$ cat config.mk
export PLATFORM = sky130hd
export DESIGN_NAME = serial_parity_frame_ctrl
export DESIGN_NICKNAME = d
export VERILOG_FILES = /design/src/rtl/serial_parity_pkg.sv /design/src/rtl/serial_parity_frame_ctrl_parity_accum.sv /design/src/rtl/serial_parity_frame_ctrl.sv
export SDC_FILE = /design/constraint.sdc
export NUM_CORES = 1
export LEC_CHECK = 0
export CELL_PAD_IN_SITES_DETAIL_PLACEMENT = 1
export CELL_PAD_IN_SITES_GLOBAL_PLACEMENT = 2
export CORE_MARGIN = 3
export CORE_UTILIZATION = 31
export CTS_CLUSTER_SIZE = 10
export DETAILED_ROUTE_END_ITERATION = 10
export PLACE_DENSITY_LB_ADDON = 0.1
export RECOVER_POWER = 50
export SYNTH_ARGS = -nofsm -noshare
export SYNTH_HDL_FRONTEND = slang
export SYNTH_SLANG_ARGS = --single-unit
$ cat constraint.sdc
create_clock -name clock -period 1.84 [get_ports clock]
set_input_delay 0.368 -clock clock [delete_from_list [all_inputs] [get_ports clock]]
set_output_delay 0.368 -clock clock [all_outputs]
set_load 0.05 [all_outputs]
$ cat src/rtl/serial_parity_pkg.sv
`default_nettype none
// ============================================================================
// Module   : serial_parity_pkg
// Brief    : Shared frame-FSM state encodings and parity-mode constants.
// Revision : 1.0
// ============================================================================
package serial_parity_pkg;

    localparam logic [1:0] ST_IDLE   = 2'd0;
    localparam logic [1:0] ST_DATA   = 2'd1;
    localparam logic [1:0] ST_PARITY = 2'd2;
    localparam logic [1:0] ST_STOP   = 2'd3;

    localparam logic PAR_EVEN = 1'b0;
    localparam logic PAR_ODD  = 1'b1;

endpackage
`default_nettype wire

$ cat src/rtl/serial_parity_frame_ctrl_parity_accum.sv
`default_nettype none
// ============================================================================
// Module   : parity_accum
// Brief    : 1-bit Moore running-parity register (1 = odd ones seen).
// Revision : 1.0
// ============================================================================
module parity_accum
    import serial_parity_pkg::*;
(
    input  logic clock,
    input  logic reset,
    input  logic clear,
    input  logic en,
    input  logic bit_in,
    output logic parity
);

    logic parity_q;
    logic parity_d;

    always_comb begin
        parity_d = parity_q;
        if (clear) begin
            parity_d = 1'b0;
        end else if (en && bit_in) begin
            parity_d = ~parity_q;
        end
    end

    always_ff @(posedge clock) begin
        if (reset) begin
            parity_q <= 1'b0;
        end else begin
            parity_q <= parity_d;
        end
    end

    assign parity = parity_q;

endmodule
`default_nettype wire

$ cat src/rtl/serial_parity_frame_ctrl.sv
`default_nettype none
// ============================================================================
// Module   : serial_parity_frame_ctrl
// Brief    : Frame FSM for start/data(LSB-first)/parity/stop serial input.
// Revision : 1.0
// ============================================================================
module serial_parity_frame_ctrl
    import serial_parity_pkg::*;
#(
    parameter int DATA_BITS   = 8,
    parameter int PARITY_MODE = 0
) (
    input  logic                 clock,
    input  logic                 reset,
    input  logic                 input_bit,
    input  logic                 bit_valid,
    output logic                 busy,
    output logic                 parity,
    output logic                 frame_valid,
    output logic [DATA_BITS-1:0] data_out,
    output logic                 parity_err,
    output logic                 frame_err
);

    localparam int   c_cnt_w = $clog2(DATA_BITS + 1);
    localparam logic c_odd   = (PARITY_MODE != 0) ? PAR_ODD : PAR_EVEN;

    logic [1:0]           state_q, state_d;
    logic [c_cnt_w-1:0]   count_q, count_d;
    logic [DATA_BITS-1:0] shift_q, shift_d;
    logic                 perr_pend_q, perr_pend_d;
    logic                 fvalid_q, fvalid_d;
    logic [DATA_BITS-1:0] dout_q, dout_d;
    logic                 perr_q, perr_d;
    logic                 ferr_q, ferr_d;
    logic                 acc_clear;
    logic                 acc_en;
    logic                 acc_parity;
    logic [DATA_BITS:0]   shift_ext;

    // Prepending the new bit and dropping bit 0 is a right shift that also works for DATA_BITS=1.
    assign shift_ext = {input_bit, shift_q};

    always_comb begin
        state_d     = state_q;
        count_d     = count_q;
        shift_d     = shift_q;
        perr_pend_d = perr_pend_q;
        fvalid_d    = 1'b0;
        dout_d      = dout_q;
        perr_d      = perr_q;
        ferr_d      = ferr_q;
        acc_clear   = 1'b0;
        acc_en      = 1'b0;
        if (bit_valid) begin
            case (state_q)
                ST_IDLE: begin
                    if (!input_bit) begin
                        state_d   = ST_DATA;
                        count_d   = '0;
                        acc_clear = 1'b1;
                    end
                end
                ST_DATA: begin
                    shift_d = shift_ext[DATA_BITS:1];
                    acc_en  = 1'b1;
                    count_d = count_q + c_cnt_w'(1);
                    if (count_q == c_cnt_w'(DATA_BITS - 1)) begin
                        state_d = ST_PARITY;
                    end
                end
                ST_PARITY: begin
                    perr_pend_d = input_bit ^ acc_parity ^ c_odd;
                    state_d     = ST_STOP;
                end
                ST_STOP: begin
                    fvalid_d = 1'b1;
                    dout_d   = shift_q;
                    perr_d   = perr_pend_q;
                    ferr_d   = ~input_bit;
                    state_d  = ST_IDLE;
                end
                default: state_d = ST_IDLE;
            endcase
        end
    end

    always_ff @(posedge clock) begin
        if (reset) begin
            state_q     <= ST_IDLE;
            count_q     <= '0;
            shift_q     <= '0;
            perr_pend_q <= 1'b0;
            fvalid_q    <= 1'b0;
            dout_q      <= '0;
            perr_q      <= 1'b0;
            ferr_q      <= 1'b0;
        end else begin
            state_q     <= state_d;
            count_q     <= count_d;
            shift_q     <= shift_d;
            perr_pend_q <= perr_pend_d;
            fvalid_q    <= fvalid_d;
            dout_q      <= dout_d;
            perr_q      <= perr_d;
            ferr_q      <= ferr_d;
        end
    end

    parity_accum u_parity_accum (
        .clock  (clock),
        .reset  (reset),
        .clear  (acc_clear),
        .en     (acc_en),
        .bit_in (input_bit),
        .parity (acc_parity)
    );

    assign busy        = (state_q != ST_IDLE);
    assign parity      = acc_parity;
    assign frame_valid = fvalid_q;
    assign data_out    = dout_q;
    assign parity_err  = perr_q;
    assign frame_err   = ferr_q;

endmodule
`default_nettype wire

## After elaboration in Yosys (flattened, before gate mapping)

Cells that the tools add are included.

| operators by class | value |
|---|---|
| equality and inequality tests | 6 |
| bitwise operators | 4 |
| divide/modulo/power cells | 0 |
| shift-type cells | 0 |
| reductions and logical operators | 11 |
| muxes and demuxes | 11 |
| add/sub/neg operators | 1 |
| $mul | 0 |
| magnitude comparators | 0 |

Operator list:

| cell | count |
|---|---|
| one-hot mux 2 bit (4 select lines) | 1 |
| one-hot mux 4 bit (2 select lines) | 1 |
| 2-to-1 mux 1 bit | 6 |
| AND reduction 2 bit | 3 |
| AND reduction 3 bit | 2 |
| adder 4 x 1 -> 4 bit, second input constant | 1 |
| == test 2 bit, second input constant | 2 |
| == test 4 x 3 -> 1 bit, second input constant | 1 |
| 2-to-1 mux 2 bit | 2 |
| 2-to-1 mux 4 bit | 1 |
| inequality test 2 bit, second input constant | 2 |
| nonzero test 2 bit | 2 |
| OR reduction 2 bit | 2 |
| inverter 1 bit | 3 |
| == test 2 x 1 -> 1 bit, second input constant | 1 |
| logical NOT 2 bit | 1 |
| logical AND 1 bit | 1 |
| bitwise XOR 1 bit | 1 |

| storage, ports and cells | value |
|---|---|
| register bits after elaboration | 27 |
| memories kept | 0 |
| bits in read-only memories | 0 |
| bits in latches | 0 |
| RAM bits | 0 |
| output and inout bits | 13 |

## Logic depth before layout (Yosys ltp)

| depth | value |
|---|---|
| depth after elaboration | 4 |
| gate-level depth with buffers | 6 |
| gate-level depth less buffers | 6 |

## Cells and area by module

Synthesis repeated with hierarchy kept, for this count alone.

| second synthesis, totals | value |
|---|---|
| cell total of the unflattened synthesis | 134 |
| area total of the unflattened synthesis | 1119.8 sq um |

By module, submodules not included:

| module | instances | area each (sq um) | cells an instance |
|---|---|---|---|
| serial_parity_frame_ctrl | 1 | 1069.8 | 130 |
| parity_accum | 1 | 50.0 | 4 |

## Worst setup path after synthesis

OpenSTA, ideal clock, no wires.

| path | value |
|---|---|
| path type | flip-flop to flip-flop |
| start | register state_q[0] |
| end | register state_q[1] |
| slack | 0.410 ns |
| required time | 1.712 ns |
| data arrival time | 1.302 ns |
| stages on the path, launching flop included | 7 |
| setup time | 0.128 ns |
| period minus slack after synthesis | 1.430 ns |
| cells stage by stage | dfxtp_1 -> inv_1 -> ha_1 -> a21boi_4 -> a21boi_4 -> mux2i_1 -> nor2_1 |

| between the ends | value |
|---|---|
| longest elaborated chain between the ends | 3 |
| elaborated cells on any way between the ends | 8 |
| classes of those cells | eq/ne (5); mux (1); reduce/logical (2) |

RTL lines:

| element | RTL line | text |
|---|---|---|
| start, declared | serial_parity_frame_ctrl.sv:28 | `logic [1:0] state_q, state_d;` |
| start signal, assigned | serial_parity_frame_ctrl.sv:99 | `state_q <= state_d;` |
| == test 2 x 1 -> 1 bit / logical NOT 2 bit (equally long branches) | serial_parity_frame_ctrl.sv:56 | `case (state_q)` |
| inequality test 2 bit (no line) | - |  |
| AND reduction 3 bit (no line) | - |  |

Parallel ways exist; a longest one is shown, timed or not.
A chain may end at the register's enable or synchronous reset.

## Worst setup path after layout

| path | value |
|---|---|
| start | register perr_q (netlist: parity_err) |
| end | output port parity_err |

RTL lines:

| element | RTL line | text |
|---|---|---|
| start, declared | serial_parity_frame_ctrl.sv:34 | `logic perr_q, perr_d;` |
| start signal, assigned | serial_parity_frame_ctrl.sv:105 | `perr_q <= perr_d;` |
| end, declared | serial_parity_frame_ctrl.sv:21 | `output logic parity_err,` |

No word-level cell between the ends.

==> results.txt <==
Final Hold Violating Endpoints -> 0
Vias in the first global route -> 953
Layout cells sized above 1 -> 0.118
Top cell type by total area after synthesis -> dfxtp_1
Antenna-violating nets left -> 0
Final Cell Area -> 1390 um2
First-pass GRT wire length -> 4510 um
Final setup margin -> 0.0539 ns
Arrival time worst endpoint -> 1.42 ns
Total Wirelength -> 2650 um
Commonest non-fill, non-tap cell in the layout -> nand2_1
Die Y -> 66.8 um
Most frequent cells in the layout -> nand2_1, dfxtp_1, a21oi_1, clkbuf_1, nor2_1
Initial antenna violation count -> 0
DR vias -> 971
First-pass detailed-route iteration total -> 3
Hold Crit Class -> reg2reg
Headroom to the max-slew limit -> 0.606
Final Non-Filler Cells -> 198
Clock sink total -> 27
Pin count of the biggest net entering global routing -> 17
Setup crit end -> parity_err
Grt ovf -> 0
Critical Path, Cell by Cell -> clkdlybuf4s50_1
Post-synth EDFFs -> 0
Buf+Inv Stages, Crit Path -> 1
Fin Setup TNS -> 0 ns
RSZ-0062 raised after global routing -> no
Dpl cell area -> 1380 um2
Largest delay share family, worst path -> buffers and inverters
R2r setup slk -> 0.28 ns
I/O Buffers -> 16
Maxcap violations -> 0
Final worst-path cycle share -> 0.971
#FFs+latches synth -> 27
Post-synth ARST share -> 0
Routed vias/inst -> 4.90
Num CTS Buffers -> 3
1st-iter DRT viols -> 36
Root Buffer -> clkbuf_8
Slowest CP cell -> clkdlybuf4s50_1
Avg WL per Cell -> 13.4 um
FF-to-FF End -> count_q[3]
Nature of the critical path startpoint -> flop
Distinct cells, synth -> 28
CP Capture Type -> primary output
Core area -> 3440 um2
Synthesized netlist cell count -> 132
Worst slew pin tran -> 0.594 ns
Reg2Reg Depth -> 6
Clock-pin slew on the worst setup and hold paths -> 0.10 ns
Fin Hold WS -> 0.461 ns
WP depth -> 1
Placer Congestion -> 0.747
CP startpoint -> parity_err
Sequential area share after synthesis -> 0.472
Pre-CTS setup slack -> 0.0993 ns
Fin Clk Skew -> 0.00725 ns
Ports -> 17
Status -> finished clean
All-layer global routing usage -> 0.132
Area growth, synth to finish -> 21.1%
Worst r2r src -> state_q[1]
CTS tree -> done
CTS max path bufs -> 2
Yosys top cell area share -> 0.472
Ranking of synthesized cells by area -> dfxtp_1, nand2_1, a21oi_1, ha_1, nand3_1
Pwr dens -> 803 nW/um2
Largest stage delay, worst path -> 0.80 ns
Final HPWL DP -> 1960 um
Ys Warns -> 0
Initial core utilization -> 0.333
H-tree lvl count -> 1
Critical Path RT -> 1.47 ns
Residual DRC -> 0
Min Tclk post-route -> 1.79 ns
Cell area after synthesis -> 1140 um2
F_max -> 560 MHz
Final #Nets -> 162
Hold-fix buffers, CTS -> 0
Critical Path Fanout Max -> 2
ANT cells -> 0
Top_reg_cell synth -> dfxtp_1
Die X -> 66.8 um
Row count -> 21
Setup CP Type -> reg2out
Final Max Tran Viols -> 0
Later-pin clock latency in the skew report -> 0.28 ns
Syn avg cell area -> 8.67 um2
Lkg Pwr -> 0.481 nW
Placed Cells -> 194
VDD IR max -> 0.229 mV
Setup violators final -> 0
Die area -> 4460 um2
Net Count, Synth -> 141
[sequential cells by signal (all words and copies together), names as in the netlist, 2 cells and up]
name	count
state_q	2
shift_q	8
count_q	4
data_out	8
[where the power goes]
group          total [mW]  switching, mW  internal (mW)  leakage [nW]
clock network       0.350          0.196          0.154        0.0217
logic               0.163         0.0960         0.0667         0.242
registers           0.601        0.00829          0.593         0.218
[worst min-delay path by stage]
| stage | startpoint | end | slack (ns) | cells past startpoint |
|---|---|---|---|---|
| floorplan | perr_pend_q | parity_err | 0.43 | 2 |
| global placement | shift_q[0] | data_out[0] | 0.44 | 2 |
| detailed placement | shift_q[0] | data_out[0] | 0.45 | 2 |
| CTS | data_out[0] | data_out[0] | 0.47 | 2 |
| global route | data_out[0] | data_out[0] | 0.48 | 2 |
| finish | shift_q[0] | data_out[0] | 0.46 | 2 |
[cells by family after synthesis]
| logic type | after synthesis | synth area share |
|---|---|---|
| buffers and inverters | 11 | 0.0459 |
| AND/OR/NAND/NOR | 53 | 0.202 |
| flip-flops | 27 | 0.472 |
| adder cells (fa/ha/maj) | 5 | 0.0546 |
| multiplexers | 2 | 0.0175 |
| XOR/XNOR | 3 | 0.0230 |
| AO/OA/AOI/OAI | 31 | 0.185 |
[per-layer routing]
metal	up-vias	GRT usage	share of wire	routed length [um]
met5	-	0	0	0
met3	2	0.0219	0.033	87
met2	11	0.222	0.49	1290
met1	476	0.167	0.47	1250
met4	0	0.0533	0.0060	16
li1	482	-	-	-
[Yosys cell counts (all sizes together) (2+ instances only)]
| library cell | instances |
|---|---|
| nand2 | 29 |
| dfxtp | 27 |
| a21oi | 19 |
| nor2 | 10 |
| nand3 | 8 |
| buf | 5 |
| ha | 5 |
| clkbuf | 3 |
| inv | 3 |
| a211oi | 2 |
| a21boi | 2 |
| and2b | 2 |
| mux2i | 2 |
| nand3b | 2 |
| o211ai | 2 |
| o21ai | 2 |
| xor2 | 2 |
[area by class of cell]
cell class / count / area [um2]
flip-flops and latches: 27 / 541
multi-input cells: 94 / 554
clock buffers: 3 / 41.3
inverters: 3 / 11.3
repair buffers: 24 / 174
well taps: 46 / 57.6
clock inverters: 1 / 7.51
fillers: 425 / 2060
[metrics by stage]
stage | util | total power [mW]
floorplan | - | 0.722
global placement | 0.401 | 0.779
detailed placement | 0.401 | 0.781
CTS | 0.415 | 1.14
global route | 0.403 | 1.17
finish | 0.403 | 1.11
[timing repair]
| action | CTS | global route |
|---|---|---|
| endpoints found under the hold margin | 0 | 0 |
| gates resized for setup | 0 | 1 |
| buffers inserted | 0 | 0 |
| setup endpoints to repair | 0 | 1 |
(Power assumes the default switching activity.)
==> RTL change 1 (same settings) <==
One comparison of `count_q` changes from == to >=.
--- a/src/rtl/serial_parity_frame_ctrl.sv
+++ b/src/rtl/serial_parity_frame_ctrl.sv
@@ -65,7 +65,7 @@
                     shift_d = shift_ext[DATA_BITS:1];
                     acc_en  = 1'b1;
                     count_d = count_q + c_cnt_w'(1);
-                    if (count_q == c_cnt_w'(DATA_BITS - 1)) begin
+                    if (count_q >= c_cnt_w'(DATA_BITS - 1)) begin
                         state_d = ST_PARITY;
                     end
                 end
Check against the original RTL: same outputs for any inputs over 10 cycles, from zero or initial values and one cycle with reset high; that may be too few to reach the edited logic, so the function may still have changed.
==> RTL change 1 against the unedited design <==
Sequential share of layout area increased by 1.1 points. Non-clock buffer count increased by 2. Area after synthesis decreased by 1.5%. Sequential cell count unchanged. Synthesized cell count increased by 3.0%. Via count increased by 1.2%. Worst setup slack improved by 0.054 ns. Routed wire length decreased by 0.83%. Register-to-register slack got worse by 0.17 ns. Cell area decreased by 2.7%. Total power decreased by 3.4%. Sequential power increased by 1%. Global-route usage increased by 0.23 points.
==> RTL change 1: results (changes against the unedited design) <==
| Metric | Value |
|---|---|
| Status | `finished clean (unchanged)` |
| Clock skew | `0.00217 ns (was 0.00725 ns)` |
| GR Layer Usage met3 | `2.38% (was 2.19%)` |
| Post-Route WL | `2630 um (was 2650 um)` |
| FF-to-FF Start | `state_q[0]$_SDFFE_PP0P_ (was state_q[1]$_SDFFE_PP0P_)` |
| Pre-CTS setup slack | `-0.00346 ns (was 0.0993 ns)` |
| Maximum VDD drop | `0.230 mV (was 0.229 mV)` |
| Crit-path max FO | `4 (was 2)` |
| Final-layout fill cell count | `426 (was 425)` |
| Iter 0 DRT Violations | `25 (was 36)` |
| Final hold slack | `0.465 ns (was 0.461 ns)` |
| WHS Endpoint | `data_out[3]$_SDFFE_PP0P_ (was data_out[0]$_SDFFE_PP0P_)` |
| DP Wirelength | `2000 um (was 1960 um)` |
| Max_slew headroom | `60.5% (was 60.6%)` |
| Post-synth top cells | `38 x nand2_1, 27 x dfxtp_1, 22 x a21oi_1 (was 29 x nand2_1, 27 x dfxtp_1, 19 x a21oi_1)` |
| Clk_lat worst skew | `0.33 ns (was 0.28 ns)` |
| DR pass1 iterations | `4 (was 3)` |
| Vias in the first global route | `934 (was 953)` |
| CTS resizes | `1 (was 0)` |
| Met1 GRT Util | `18.9% (was 16.7%)` |
| M2 GR Usage | `20.6% (was 22.2%)` |
| Cells on worst reg2reg path | `5 (was 6)` |
| CTS root buffer | `clkbuf_4 (was clkbuf_8)` |
| Syn nets | `145 (was 141)` |
| Total track usage | `13.5% (was 13.2%)` |
| Synth unique cells | `25 (was 28)` |
| Period utilization | `94.1% (was 97.1%)` |
| Layout cells sized above 1 | `9.43% (was 11.8%)` |
| Worst-path clk slew | `0.15 ns (was 0.10 ns)` |
| Number of vias per cell | `4.80 (was 4.90)` |
RTL change 1: cells by family (layout without fill, tap and decap cells):
logic type	after synthesis	after routing	synth area share (%)
AOI/OAI and AO/OA	35	35	18.5
xor gates and xnor gates	1	1	0.777
and+or+nand+nor	54	54	21.0
muxes	2	2	1.78
DFF	27	27	47.9
adders and majority gates	5	5	5.55
buffers and inverters	12	35	4.44
RTL change 1: layer usage:
layer	part of all wire (%)	vias up
li1	-	501
met1	51	461
met2	44	19
met3	4.1	2
met4	1.2	0
met5	0	-
RTL change 1: stage by stage:
| stage | instances | util [%] | cell area, um^2 |
|---|---|---|---|
| global route | 205 | 39.5 | 1350 |
| global placement | 201 | 40.1 | 1370 |
| detailed placement | 201 | 40.1 | 1370 |
| CTS | 205 | 41.0 | 1400 |
| floorplan | 136 | - | 1130 |
| finish | 205 | 39.5 | 1350 |
RTL change 1: worst max-delay path by stage:
stage | from | endpoint
6_report | state_q[0]$_SDFFE_PP0P_ | busy
5_1_grt | state_q[0]$_SDFFE_PP0P_ | count_q[3]$_SDFFE_PP0P_
4_1_cts | state_q[0]$_SDFFE_PP0P_ | busy
3_5_place_dp | bit_valid | count_q[3]$_SDFFE_PP0P_
3_3_place_gp | bit_valid | count_q[3]$_SDFFE_PP0P_
2_1_floorplan | state_q[0]$_SDFFE_PP0P_ | count_q[3]$_SDFFE_PP0P_
RTL change 1: report_power, final:
part | total [mW] | switching, mW | internal [mW] | leakage [nW]
Combinational | 0.197 | 0.116 | 0.0817 | 0.228
Clock | 0.271 | 0.188 | 0.0834 | 0.0139
Sequential | 0.608 | 0.0116 | 0.596 | 0.218
Total | 1.08 | 0.315 | 0.761 | 0.460
RTL change 1: worst reg2reg max path: cells and delay by family, from the launching register on:
family                   cells  cell delay (ns)
AO/OA/AOI/OAI                2             0.40
AND/OR/NAND/NOR              1             0.51
flip-flops                   1             0.41
adder cells (fa/ha/maj)      1             0.27
buffers and inverters        1             0.09
RTL change 1: layout make-up:
| cell class | instances | area (um^2) | share of cell area (%) |
|---|---|---|---|
| multi-input cells | 97 | 537 | 39.8 |
| clock inverters | 1 | 7.51 | 0.557 |
| well taps | 46 | 57.6 | 4.27 |
| inverters | 5 | 18.8 | 1.39 |
| clock buffers | 3 | 22.5 | 1.67 |
| flip-flops and latches | 27 | 541 | 40.1 |
| repair buffers | 26 | 165 | 12.2 |
==> RTL change 2 (config.mk and constraints unchanged) <==
Made on the original files. The parameter `PARITY_MODE` goes from 0 to 1.
--- a/src/rtl/serial_parity_frame_ctrl.sv
+++ b/src/rtl/serial_parity_frame_ctrl.sv
@@ -8,7 +8,7 @@
     import serial_parity_pkg::*;
 #(
     parameter int DATA_BITS   = 8,
-    parameter int PARITY_MODE = 0
+    parameter int PARITY_MODE = 1
 ) (
     input  logic                 clock,
     input  logic                 reset,
Check against the original RTL: same outputs for any inputs over 10 cycles, from zero or initial values and one cycle with reset high; that may be too few to reach the edited logic, so the function may still have changed.
==> RTL change 2 against the unedited design <==
Total power decreased by 0.32%. Sequential power about the same. Worst setup slack gained 0.0017 ns. Worst hold slack worse by 0.0051 ns. Sequential cell count unchanged. Sequential share of layout area about the same. Routed wire length fell by 4.7%. Cell area about the same. Critical path type unchanged. Critical endpoint is now data_out[4]. Area after synthesis is 0.33% higher. Register-to-register slack lost 0.05 ns. First-iteration DRC count up 17%. Critical path depth unchanged.
==> RTL change 2: results (changes against the unedited design) <==
| Metric | Value |
|---|---|
| Status | `finished clean (unchanged)` |
| Warnings, synthesis | `0 (unchanged)` |
| Clk_lat worst skew | `0.28 ns (about the same)` |
| Initial antenna violation count | `0 (unchanged)` |
| Top_reg_cell synth | `dfxtp_1 (unchanged)` |
| CTS resizes | `0 (unchanged)` |
| Number of vias per cell | `4.78 (was 4.90)` |
| Top-count cell post-synth | `nand2_1 (unchanged)` |
| Max_slew headroom | `60.6% (about the same)` |
| Final-layout fill cell count | `399 (was 425)` |
| Slowest cell delay on critical path | `0.80 ns (about the same)` |
| Sequential power | `0.600 mW (was 0.601 mW)` |
| Iter 0 DRT Violations | `42 (was 36)` |
| Vias in the first global route | `938 (was 953)` |
| Arrival time worst endpoint | `1.42 ns (about the same)` |
| DP Wirelength | `1810 um (was 1960 um)` |
| FFs w/ async S/R, synth | `0% (unchanged)` |
| Clock Path Buffers | `2 (unchanged)` |
| Pleak | `0.479 nW (was 0.481 nW)` |
| Switching Fraction | `26.9% (was 27.0%)` |
| Flop pwr share | `54.1% (was 53.9%)` |
| CP delay by family, top | `buffers and inverters (unchanged)` |
| Worst-path clk slew | `0.10 ns (about the same)` |
| Post-synth top cells | `31 x nand2_1, 27 x dfxtp_1, 19 x a21oi_1 (was 29 x nand2_1, 27 x dfxtp_1, 19 x a21oi_1)` |
| Crit-path slowest cell | `clkdlybuf4s50_1 (unchanged)` |
| Syn nets | `143 (was 141)` |
| Maximum VDD drop | `0.267 mV (was 0.229 mV)` |
| WL/cell | `12.7 um (was 13.4 um)` |
| DR pass1 iterations | `4 (was 3)` |
| Postcts setup bufs | `0 (unchanged)` |
| Cts bufs inserted | `3 (unchanged)` |
| Cell Area, Placed | `0.00138 mm^2 (about the same)` |
| Largest cells by area after synthesis | `dfxtp_1 47%, nand2_1 10%, a21oi_1 8.3% (was dfxtp_1 47%, nand2_1 9.5%, a21oi_1 8.3%)` |
| H-tree Lvls | `1 (unchanged)` |
| Placer Congestion | `0.703 (was 0.747)` |
| Sequential fraction of the synthesis area | `47.1% (was 47.2%)` |
| Layout cells sized above 1 | `9.80% (was 11.8%)` |
| Logic pwr share | `14.4% (was 14.6%)` |
| Largest net degree at the start of global routing | `26 (was 17)` |
| CTS root buffer | `clkbuf_8 (unchanged)` |
| Antenna cells | `0 (unchanged)` |
| Clock skew | `0.00708 ns (was 0.00725 ns)` |
| Setup TNS after final layout | `0 ns (unchanged)` |
| Final nets | `163 (was 162)` |
| Crit-path max FO | `2 (unchanged)` |
| Input/output buffers | `16 (unchanged)` |
| Global-route wire length before repair | `4330 um (was 4510 um)` |
| Total track usage | `12.9% (was 13.2%)` |
| Hold WC Path Type | `flip-flop to flip-flop (unchanged)` |
| Synth unique cells | `27 (was 28)` |
-- RTL change 2: worst paths after layout --
path                                 start                      end  slack, ns  cells after the start
hold reg to reg   perr_pend_q$_SDFFE_PP0P_  parity_err$_SDFFE_PP0P_       0.46                      2
setup / recovery  data_out[4]$_SDFFE_PP0P_              data_out[4]       0.06                      1
hold / removal    perr_pend_q$_SDFFE_PP0P_  parity_err$_SDFFE_PP0P_       0.46                      2
setup reg to reg   state_q[0]$_SDFFE_PP0P_  state_q[1]$_SDFFE_PP0P_       0.23                      6
-- RTL change 2: layout make-up --
class	instances	area (um^2)	area share, %
multi-input cells	96	556	40.1
flip-flops and latches	27	541	39.0
repair buffers	23	171	12.4
well taps	46	57.6	4.16
clock buffers	3	41.3	2.98
inverters	3	11.3	0.813
clock inverters	1	7.51	0.542
-- RTL change 2: metal layers --
metal,GRT usage [%],wire length [um],vias up,share of wire (%)
li1,-,-,486,-
met2,20.2,1100,14,44
met1,16.8,1290,445,51
met4,6.08,47,0,1.9
met5,0,0,-,0
met3,2.53,82,6,3.3
-- RTL change 2: kinds of logic (layout without fill, tap and decap cells) --
family	after synthesis	count (layout)	synth area share, %
and+or+nand+nor	56	56	21.2
AOI/OAI and AO/OA	30	30	17.6
DFF	27	27	47.1
buffers and inverters	11	30	4.57
adders and majority gates	5	5	5.45
xor gates and xnor gates	3	3	2.29
muxes	2	2	1.74
-- RTL change 2: stage by stage --
step / worst slack [ns] / std cells / utilization, %
6_report: 0.0556 / 199 / 40.2
5_1_grt: 0.00340 / 199 / 40.2
4_1_cts: 0.0359 / 199 / 41.4
3_5_place_dp: 0.0738 / 195 / 40.0
3_3_place_gp: 0.128 / 195 / 40.0
2_1_floorplan: 0.410 / 134 / -
